$ cat config.mk
export PLATFORM = sky130hd
export DESIGN_NAME = key_debouncer
export DESIGN_NICKNAME = d
export VERILOG_FILES = /design/src/rtl/key_debouncer.sv
export SDC_FILE = /design/constraint.sdc
export NUM_CORES = 1
export LEC_CHECK = 0
export BUFFER_PORTS_ARGS = -buffer_cell sky130_fd_sc_hd__buf_4
export CAP_MARGIN = 20
export CORE_UTILIZATION = 35
export CTS_CLUSTER_DIAMETER = 150
export DETAILED_ROUTE_END_ITERATION = 10
export PLACE_DENSITY_LB_ADDON = 0.2
export SLEW_MARGIN = 20
export SYNTH_ARGS = -nofsm -noshare
export SYNTH_HDL_FRONTEND = slang
export SYNTH_SLANG_ARGS = --single-unit
$ cat constraint.sdc
create_clock -name clock -period 6.3 [get_ports clock]
set_input_delay 1.26 -clock clock [delete_from_list [all_inputs] [get_ports clock]]
set_output_delay 1.26 -clock clock [all_outputs]
set_load 0.01 [all_outputs]
$ cat src/rtl/key_debouncer.sv
// Per-key synchroniser, debouncer and auto-repeat generator for active-low push-buttons.
// Each key yields a clean active-high level plus one-cycle press, release and repeat pulses.
//
// Repeat FSM (one per key)
//   state  | meaning
//   IDLE   | key released, or held but not yet accepted; rcnt parked at 0
//   HOLD   | press accepted, counting REPEAT_DELAY to the first repeat
//   REPEAT | auto-repeating, one pulse every REPEAT_PERIOD cycles
module key_debouncer #(
    parameter int W               = 4,
    parameter int DEBOUNCE_CYCLES = 50000,
    parameter int REPEAT_DELAY    = 25000000,
    parameter int REPEAT_PERIOD   = 5000000,
    parameter bit ENABLE_REPEAT   = 1'b1
) (
    input  logic         clock,
    input  logic         reset,
    input  logic [W-1:0] key,
    output logic [W-1:0] pressed,
    output logic [W-1:0] press_pulse,
    output logic [W-1:0] release_pulse,
    output logic [W-1:0] repeat_pulse
);

    localparam int DCW  = (DEBOUNCE_CYCLES > 1) ? $clog2(DEBOUNCE_CYCLES) : 1;
    localparam int RMAX = (REPEAT_DELAY > REPEAT_PERIOD) ? REPEAT_DELAY : REPEAT_PERIOD;
    localparam int RCW  = (RMAX > 1) ? $clog2(RMAX) : 1;

    localparam logic [DCW-1:0] DEB_LAST   = DCW'(DEBOUNCE_CYCLES - 1);
    localparam logic [RCW-1:0] DELAY_LAST = RCW'(REPEAT_DELAY - 1);
    localparam logic [RCW-1:0] PER_LAST   = RCW'(REPEAT_PERIOD - 1);

    typedef enum logic [1:0] {
        IDLE   = 2'd0,
        HOLD   = 2'd1,
        REPEAT = 2'd2
    } rstate_t;

    for (genvar i = 0; i < W; i++) begin : g_key
        logic           sync1;
        logic           sync2;
        logic           s;
        logic           stable;
        logic [DCW-1:0] dcnt;
        logic           pp_r;
        logic           rp_r;
        logic           acc_press;
        logic           acc_release;

        assign s = ~sync2;

        // A level change is accepted on the edge where the counter saturates.
        assign acc_press   = (s != stable) && (dcnt == DEB_LAST) && s;
        assign acc_release = (s != stable) && (dcnt == DEB_LAST) && !s;

        always_ff @(posedge clock) begin
            if (reset) begin
                sync1  <= 1'b1;
                sync2  <= 1'b1;
                stable <= 1'b0;
                dcnt   <= '0;
                pp_r   <= 1'b0;
                rp_r   <= 1'b0;
            end else begin
                sync1 <= key[i];
                sync2 <= sync1;
                pp_r  <= acc_press;
                rp_r  <= acc_release;
                if (s == stable) begin
                    dcnt <= '0;
                end else if (dcnt == DEB_LAST) begin
                    stable <= s;
                    dcnt   <= '0;
                end else begin
                    dcnt <= dcnt + 1'b1;
                end
            end
        end

        assign pressed[i]       = stable;
        assign press_pulse[i]   = pp_r;
        assign release_pulse[i] = rp_r;

        if (ENABLE_REPEAT) begin : g_rpt
            rstate_t        state;
            rstate_t        state_n;
            logic [RCW-1:0] rcnt;
            logic [RCW-1:0] rcnt_n;
            logic           rep_n;
            logic           rep_r;

            always_ff @(posedge clock) begin
                if (reset) begin
                    state <= IDLE;
                    rcnt  <= '0;
                    rep_r <= 1'b0;
                end else begin
                    state <= state_n;
                    rcnt  <= rcnt_n;
                    rep_r <= rep_n;
                end
            end

            // Driven by the accept events rather than the registered pulses so the
            // first repeat lands exactly REPEAT_DELAY cycles after press_pulse.
            always_comb begin
                state_n = state;
                rcnt_n  = rcnt;
                rep_n   = 1'b0;
                if (acc_release) begin
                    state_n = IDLE;
                    rcnt_n  = '0;
                end else begin
                    case (state)
                        IDLE: begin
                            if (acc_press) begin
                                state_n = HOLD;
                                rcnt_n  = '0;
                            end
                        end
                        HOLD: begin
                            if (rcnt == DELAY_LAST) begin
                                rep_n   = 1'b1;
                                rcnt_n  = '0;
                                state_n = REPEAT;
                            end else begin
                                rcnt_n = rcnt + 1'b1;
                            end
                        end
                        REPEAT: begin
                            if (rcnt == PER_LAST) begin
                                rep_n  = 1'b1;
                                rcnt_n = '0;
                            end else begin
                                rcnt_n = rcnt + 1'b1;
                            end
                        end
                        default: begin
                            state_n = IDLE;
                            rcnt_n  = '0;
                        end
                    endcase
                end
            end

            assign repeat_pulse[i] = rep_r;
        end else begin : g_norpt
            assign repeat_pulse[i] = 1'b0;
        end
    end

endmodule

# --- Word level (Yosys, flattened, before mapping) ---
# Index checks and enable logic that the tools add are counted.
totals:
  out_inout_bits: 16
  regBits: 196
  input_bits: 6
  wordCells: 164
op_classes:
  n_mux: 40
  add_sub_neg: 8
  n_bitwise: 12
  n_eq_ne: 36
  reduce_logical: 32
ops:
  columns: ["operator", "n"]
  rows:
  - ["2-to-1 mux 25 bit", 12]
  - ["one-hot mux 25 bit (3 select lines)", 4]
  - ["adder 25 x 1 -> 25 bit (second input constant)", 4]
  - ["== test 25 x 23 -> 1 bit (second input constant)", 4]
  - ["== test 25 bit (second input constant)", 4]
  - ["adder 16 x 1 -> 16 bit (second input constant)", 4]
  - ["== test 16 bit (second input constant)", 4]
  - ["one-hot mux 2 bit (3 select lines)", 4]
  - ["2-to-1 mux 2 bit", 8]
  - ["!= test 2 bit (second input constant)", 8]
  - ["logical AND 1 bit", 12]
  - ["inverter 1 bit", 12]
  - ["AND reduction 3 bit", 4]
  - ["OR reduction 3 bit", 4]
  - ["== test 2 x 1 -> 1 bit (second input constant)", 4]
  - ["== test 2 bit (second input constant)", 4]
  - ["zero test 2 bit", 4]
  - ["2-to-1 mux 1 bit", 8]
  - ["one-hot mux 1 bit (2 select lines)", 4]
  - ["AND reduction 2 bit", 4]
  - ["OR reduction 2 bit", 4]
  - ["== test 1 bit", 4]
  - ["!= test 1 bit", 4]

# --- Longest topological paths before layout ---
# Gate-level depths: netlist of the first run.
depth:
  depth_word: 6
  mapped_depth: 10
  mapped_depth_nobuf: 7

# --- Worst setup path before layout of the first run ---
# No wires, ideal clock.
synth_path:
  kind: "input to register"
  from: "input port reset"
  to: "register g_key[2].g_rpt.rcnt[10]"
  setup_time_ns: 0.128
  path_stages: 6
  t_required_ns: 6.172
  path_slack_ns: 3.703
  path_buffers: 1
  arrival_ns: 2.469
  path_cell_list: "inv_1 o21ai_0 nor2_1 nor2_1 clkbuf_1 nor2_1"
synth_between:
  elab_chain_cells: 1
synth_rtl:
  columns: ["element", "line_no", "source"]
  rows:
  - ["start: declaration", "17", "input logic reset,"]
  - ["OR reduction 2 bit (no line)", null, null]
  - ["end signal: assignment", "99", "rcnt <= rcnt_n;"]
  - ["end: declaration", "87", "logic [RCW-1:0] rcnt;"]
# No other way between the ends.
# A chain may end at the register's enable or synchronous reset.

# --- Worst setup path in the final report of the first run ---
layout_path:
  from: "register g_key[0].dcnt[13]"
  to: "register g_key[0].g_rpt.rcnt[11]"
layout_between:
  elab_chain_cells: 4
  word_cells_on_any_way: 6
  classes_between: "eq/ne (2); reduce/logical (4)"
layout_rtl:
  columns: ["element", "line_no", "source"]
  rows:
  - ["start: declaration", "44", "logic [DCW-1:0] dcnt;"]
  - ["start signal: assignment", "75", "dcnt <= dcnt + 1'b1;"]
  - ["== test 16 bit *", "53, 54", null]
  - ["logical AND 1 bit *", "53, 54", null]
  - ["logical AND 1 bit, on equally long branches", "53, 54", null]
  - ["!= test 2 bit (no line) or OR reduction 2 bit (tied branches)", null, null]
  - ["end signal: assignment", "99", null]
  - ["end: declaration", "87", null]
# Every way passes the cells marked *; elsewhere a longest branch is shown, timed or not.

==> flow_metrics.py, run 1 <==
metrics = {
    "floorplanning": {
        "io_pins": 22,
        "fp-row-count": 60,
        "coreArea_mm2": 0.0268,
        "dieArea_mm2": 0.0279,
        "die_h_um": 167,
        "start_util_pct": 35.6,
        "die-width_um": 167,
    },
    "place": {
        "port_buffers": 21,
        "gp_congestion": 0.797,
        "dp_hpwl_mm": 14.2,
    },
    "worst_setup_path": {
        "max_stage_delay_ps": 680,
        "startpoint_type": "register",
        "crit_chain": "or4b_1 > or4_1 > o21a_1 > o21bai_2 > o21ai_0",
        "arrival_ps": 3280,
        "path_class": "reg -> reg",
        "critPathRequiredTime_ps": 6600,
        "crit_fanout": 19,
        "crit_path_end_kind": "register",
        "slowest_stage": "or4_1",
    },
    "timing": {
        "max_slew_margin_pct": 40.1,
        "fin_tns_setup_ps": 0,
        "fmax_ghz": 0.336,
        "hold_slack_ps": 417,
        "drv_slew": 0,
        "worst_slew_pin_slew_ps": 899,
        "hold_violations": 0,
        "finalCritPeriodShare_pct": 47.3,
        "fin_skew_ps": 14.7,
        "setup_viol": 0,
        "rsz0062_at_grt": "false",
        "period_needed_ps": 2980,
    },
    "clocking": {
        "cts_tree": "yes",
        "h-tree-depth": 4,
        "cts_buffers": 17,
        "cts_setup_buffers": 0,
        "clockBufferDepth": 2,
        "cts_hold_buf": 0,
        "clock_sinks": 196,
        "path_clk_slew_ps": 80,
        "postCtsResizedCells": 0,
        "clock_latency_ps": 440,
        "root_buffer": "clkbuf_16",
    },
    "cells_and_area": {
        "antenna_cells": 0,
        "area_growth_pct": 10.6,
        "fillers": 2701,
        "drive_above_1_share_pct": 7.26,
        "layout_common_cells": "dfxtp_1, nor2_1, nand2_1, nand3_1, xor2_1",
        "mostFrequentLayoutCell": "dfxtp_1",
        "fin_nets": 1160,
    },
    "logic_synthesis": {
        "syn-num-nets": 1161,
        "synth_area_mm2": 0.00953,
        "netlist_instances": 1131,
        "yosysWarnings": 0,
        "synth-edff-count": 0,
        "synth.avg_cell_area_um2": 8.43,
        "synth_ff_type": "dfxtp_1",
        "ys_seq_area_share_pct": 41.2,
        "async_reset_ff_share_pct": 0,
        "ys_seq_elements": 196,
        "synth_cell_type_count": 64,
    },
    "drt": {
        "totalWireLength_mm": 20.6,
        "vias": 7765,
        "ant_nets": 0,
        "drtPass1Iterations": 5,
        "drt_iter0_markers": 460,
        "route.detailed.drc": 0,
        "routedWlPerCell_um": 13.9,
        "post_drt_via_cell_ratio": 5.23,
    },
    "pwr": {
        "p_leak_uw": 0.00341,
        "vdd_drop_max_uv": 186,
        "power_density_mw_per_mm2": 232,
    },
    "global_routing": {
        "antenna_found_initial": 0,
        "grt_util_all_layers_pct": 15.3,
        "grt_pass1_vias": 7223,
        "grt_max_degree": 30,
        "grt_pass1_wl_mm": 35.4,
        "overflow": 0,
    },
    "status": {
        "outcome": "finished, final reports clean",
    },
    "run": {
        "drv_cap": 0,
    },
    "min_path": {
        "min_path_type": "reg -> reg",
    },
}
[final timing paths]
check,endpoint,cells after the start,startpoint,slack (ps)
worst max register to register,g_key[0].g_rpt.rcnt[11],5,g_key[0].dcnt[13],3320
worst min register to register,g_key[0].sync2,1,g_key[0].sync1,420
worst max-delay path,g_key[0].g_rpt.rcnt[11],5,g_key[0].dcnt[13],3320
worst min-delay path,g_key[0].sync2,1,g_key[0].sync1,420
[cells in the mapped netlist, types with 13 or more instances]
library cell	n	area [µm²]
xor2_1	55	482
nand3_1	62	310
xnor2_1	51	447
o21ai_0	29	145
or3_1	19	119
a21oi_1	32	160
ha_1	24	300
nor2_1	165	619
nand2_1	96	360
clkbuf_1	26	97.6
and3_1	32	200
or2_2	13	81.3
nor3_1	38	190
inv_1	29	109
dfxtp_1	196	3920
nand4_1	42	263
buf_4	16	120
nor4_1	29	181
[power breakdown]
part | switching [µW] | internal [µW] | leakage (µW) | total, µW
sequential | 3.12 | 1240 | 0.00158 | 1250
combinational | 33.9 | 14.9 | 0.00152 | 48.8
clock | 537 | 610 | 0.000303 | 1150
total | 574 | 1870 | 0.00341 | 2440
[metrics by stage]
step	util, %	instances	worst slack, ps	total power, µW	cell area (µm²)
2_1_floorplan	-	1131	3700	1310	9530
3_3_place_gp	37.0	1452	3030	1320	9920
3_5_place_dp	37.0	1452	2960	1320	9920
4_1_cts	39.3	1484	2950	2480	10500
5_1_grt	39.3	1484	3070	2540	10500
6_report	39.3	1484	3320	2440	10500
[state kept, by name, summed over array words and instances, names as in the netlist]
name and flops:
g_key.g_rpt.rcnt 100, g_key.pp_r 4, g_key.sync1 4, g_key.g_rpt.state 8, g_key.g_rpt.rep_r 4, g_key.stable 4
g_key.sync2 4, g_key.dcnt 64, g_key.rp_r 4
[critical path: cells and delay by family (launching register included)]
kind	cells	cell delay, ps
compound gates	3	1280
simple gates	2	1190
flops	1	350
[cell type report]
| class | count | area [µm²] | area share (%) |
|---|---|---|---|
| Multi-Input combinational cell | 858 | 5250 | 49.9 |
| Sequential cell | 196 | 3920 | 37.2 |
| Clock buffer | 18 | 429 | 4.07 |
| Tap cell | 341 | 427 | 4.05 |
| Timing Repair Buffer | 28 | 210 | 1.99 |
| Clock inverter | 14 | 186 | 1.77 |
| Inverter | 29 | 109 | 1.03 |
[routing by layer]
layer	global-route usage [%]	vias to the layer above	wire [µm]
li1	-	4008	-
met1	21.3	3662	10700
met2	24.2	75	9140
met3	2.80	20	461
met4	4.47	0	262
met5	0	-	0
[logic make-up after synthesis]
kind of cell	after synthesis	synth area share [%]
adders and majority gates	24	3.15
and+or+nand+nor	571	30.9
buffers and inverters	77	3.81
muxes	9	0.945
xor gates and xnor gates	106	9.74
AOI/OAI and AO/OA	148	10.3
DFF	196	41.2
No activity file was read; power rests on OpenSTA's default activity.
==> inputs of run 2 (changes only) <==
==> constraint.sdc (replaced) <==
create_clock -name clock -period 2.8 [get_ports clock]
set_input_delay 0.56 -clock clock [delete_from_list [all_inputs] [get_ports clock]]
set_output_delay 0.56 -clock clock [all_outputs]
set_load 0.01 [all_outputs]
==> run 2 against run 1 <==
Net effect: die area stayed put; highest routed layer unchanged; clock power is 110% higher; worst setup slack worse by 3100 ps.
==> flow_metrics.py, run 2 (synthesis gave the netlist of run 1 again) <==
metrics = {
    "global_routing": {
        "grt_util_all_layers_pct": 15.7,
        "grt_max_degree": 26,
        "overflow": 0,
        "grt_pass1_vias": 7432,
        "antenna_found_initial": 0,
        "grt_pass1_wl_mm": 36.4,
    },
    "worst_setup_path": {
        "critPathRequiredTime_ps": 3160,
        "startpoint": "g_key[0].dcnt[13]",
        "path_class": "reg -> reg",
        "arrival_ps": 2960,
        "worst_r2r_path_depth": 5,
        "crit_fanout": 11,
        "worst-path-stages": 5,
        "path_common_cell": "or4_1",
        "path_buf_inv": 0,
        "startpoint_type": "register",
        "critPathCapture": "g_key[0].g_rpt.state[1]",
        "crit_chain": "or4b_1 > or4_1 > o21a_1 > or4_1 > a211oi_1",
        "r2r_start": "g_key[0].dcnt[13]",
        "reg2reg_slack_ps": 200,
        "crit_path_end_kind": "register",
        "max_stage_delay_ps": 550,
        "slowest_stage": "or4_1",
        "crit_family": "simple AND/OR/NAND/NOR gates",
        "r2r-end": "g_key[0].g_rpt.state[1]",
    },
    "timing": {
        "rsz0062_at_grt": "false",
        "worst_slew_pin_slew_ps": 1030,
        "max_slew_margin_pct": 31.2,
        "period_needed_ps": 2600,
        "fin_tns_setup_ps": 0,
        "fin_skew_ps": 18.6,
        "finalCritPeriodShare_pct": 92.7,
        "fmax_ghz": 0.385,
        "drv_slew": 0,
        "setup_viol": 0,
        "hold_violations": 0,
    },
    "clocking": {
        "cts_buffers": 17,
        "path_clk_slew_ps": 80,
        "postCtsResizedCells": 0,
        "clock_sinks": 196,
        "clockBufferDepth": 2,
        "h-tree-depth": 4,
        "clock_latency_ps": 440,
        "cts_setup_buffers": 0,
        "root_buffer": "clkbuf_16",
        "cts_tree": "yes",
        "cts_hold_buf": 0,
    },
    "place": {
        "dp_hpwl_mm": 14.4,
        "postPlaceCellArea_mm2": 0.0101,
        "gp_congestion": 0.825,
        "port_buffers": 21,
    },
    "status": {
        "outcome": "finished, final reports clean",
    },
    "floorplanning": {
        "coreArea_mm2": 0.0268,
        "start_util_pct": 35.6,
        "die-width_um": 167,
        "die_h_um": 167,
        "dieArea_mm2": 0.0279,
        "fp-row-count": 60,
        "io_pins": 22,
    },
    "cells_and_area": {
        "layout_common_cells": "dfxtp_1, nor2_1, nand2_1, nand3_1",
        "largest_reg_flops": 100,
        "fin_nets": 1187,
        "area_growth_pct": 12.4,
        "final_area_mm2": 0.0107,
        "antenna_cells": 0,
        "regMostFlops": "g_key.g_rpt.rcnt",
        "drive_above_1_share_pct": 9.49,
        "reg_top3": "g_key.g_rpt.rcnt x100, g_key.dcnt x64, g_key.g_rpt.state x8",
        "mostFrequentLayoutCell": "dfxtp_1",
    },
    "drt": {
        "drt_iter0_markers": 556,
        "vias": 7892,
        "routedWlPerCell_um": 13.9,
        "totalWireLength_mm": 20.9,
        "drtPass1Iterations": 4,
        "ant_nets": 0,
        "post_drt_via_cell_ratio": 5.22,
        "route.detailed.drc": 0,
    },
    "run": {
        "drv_cap": 0,
    },
    "min_path": {
        "min_path_type": "in -> reg",
    },
    "pwr": {
        "vdd_drop_max_uv": 245,
        "power_density_mw_per_mm2": 500,
        "p_leak_uw": 0.00351,
    },
}
==> run 2: area by class of cell <==
| type | instances | area, µm² |
|---|---|---|
| clock buffer | 17 | 425 |
| multi-input combinational | 858 | 5260 |
| fill | 2684 | 16100 |
| clock inverter | 15 | 163 |
| inverter | 29 | 109 |
| sequential | 196 | 3920 |
| timing repair buffer | 55 | 413 |
| tap | 341 | 427 |
==> run 2: worst register-to-register path, stage by stage, from the launching register on <==
cell	delay (ps)
dfxtp_1	340
or4b_1	520
or4_1	540
o21a_1	360
or4_1	550
a211oi_1	220
==> run 2: layer usage <==
metal | vias up | GRT usage, % | share of wire (%)
met5 | - | 0 | 0
met4 | 0 | 4.79 | 1.4
met3 | 25 | 2.83 | 2.4
met2 | 110 | 24.8 | 44
met1 | 3689 | 21.5 | 52
li1 | 4068 | - | -
==> run 2: worst min path at each step <==
stage,startpoint,to,slack (ps),cells after the start
global placement,g_key[0].sync1,g_key[0].sync2,400,1
floorplan,g_key[0].sync1,g_key[0].sync2,390,1
detailed placement,g_key[0].sync1,g_key[0].sync2,400,1
finish,key[3],g_key[3].sync1,310,2
CTS,key[0],g_key[0].sync1,290,2
global route,key[0],g_key[0].sync1,290,2
==> run 2: through the flow <==
stage               power, µW  cells  hold WS, ps  worst slack [ps]  util (%)
finish                   5360   1511          311               205      40.0
global route             5580   1511          292              54.5      40.0
CTS                      5450   1511          293               198      40.0
detailed placement       2990   1479          397               210      37.8
global placement         2990   1479          397               212      37.8
floorplan                2940   1131          389               223         -
==> run 2: power by group <==
group,total (µW),internal (µW),switching (µW)
Clock,2440,1200,1240
Combinational,118,38.7,79.6
Sequential,2800,2790,6.95
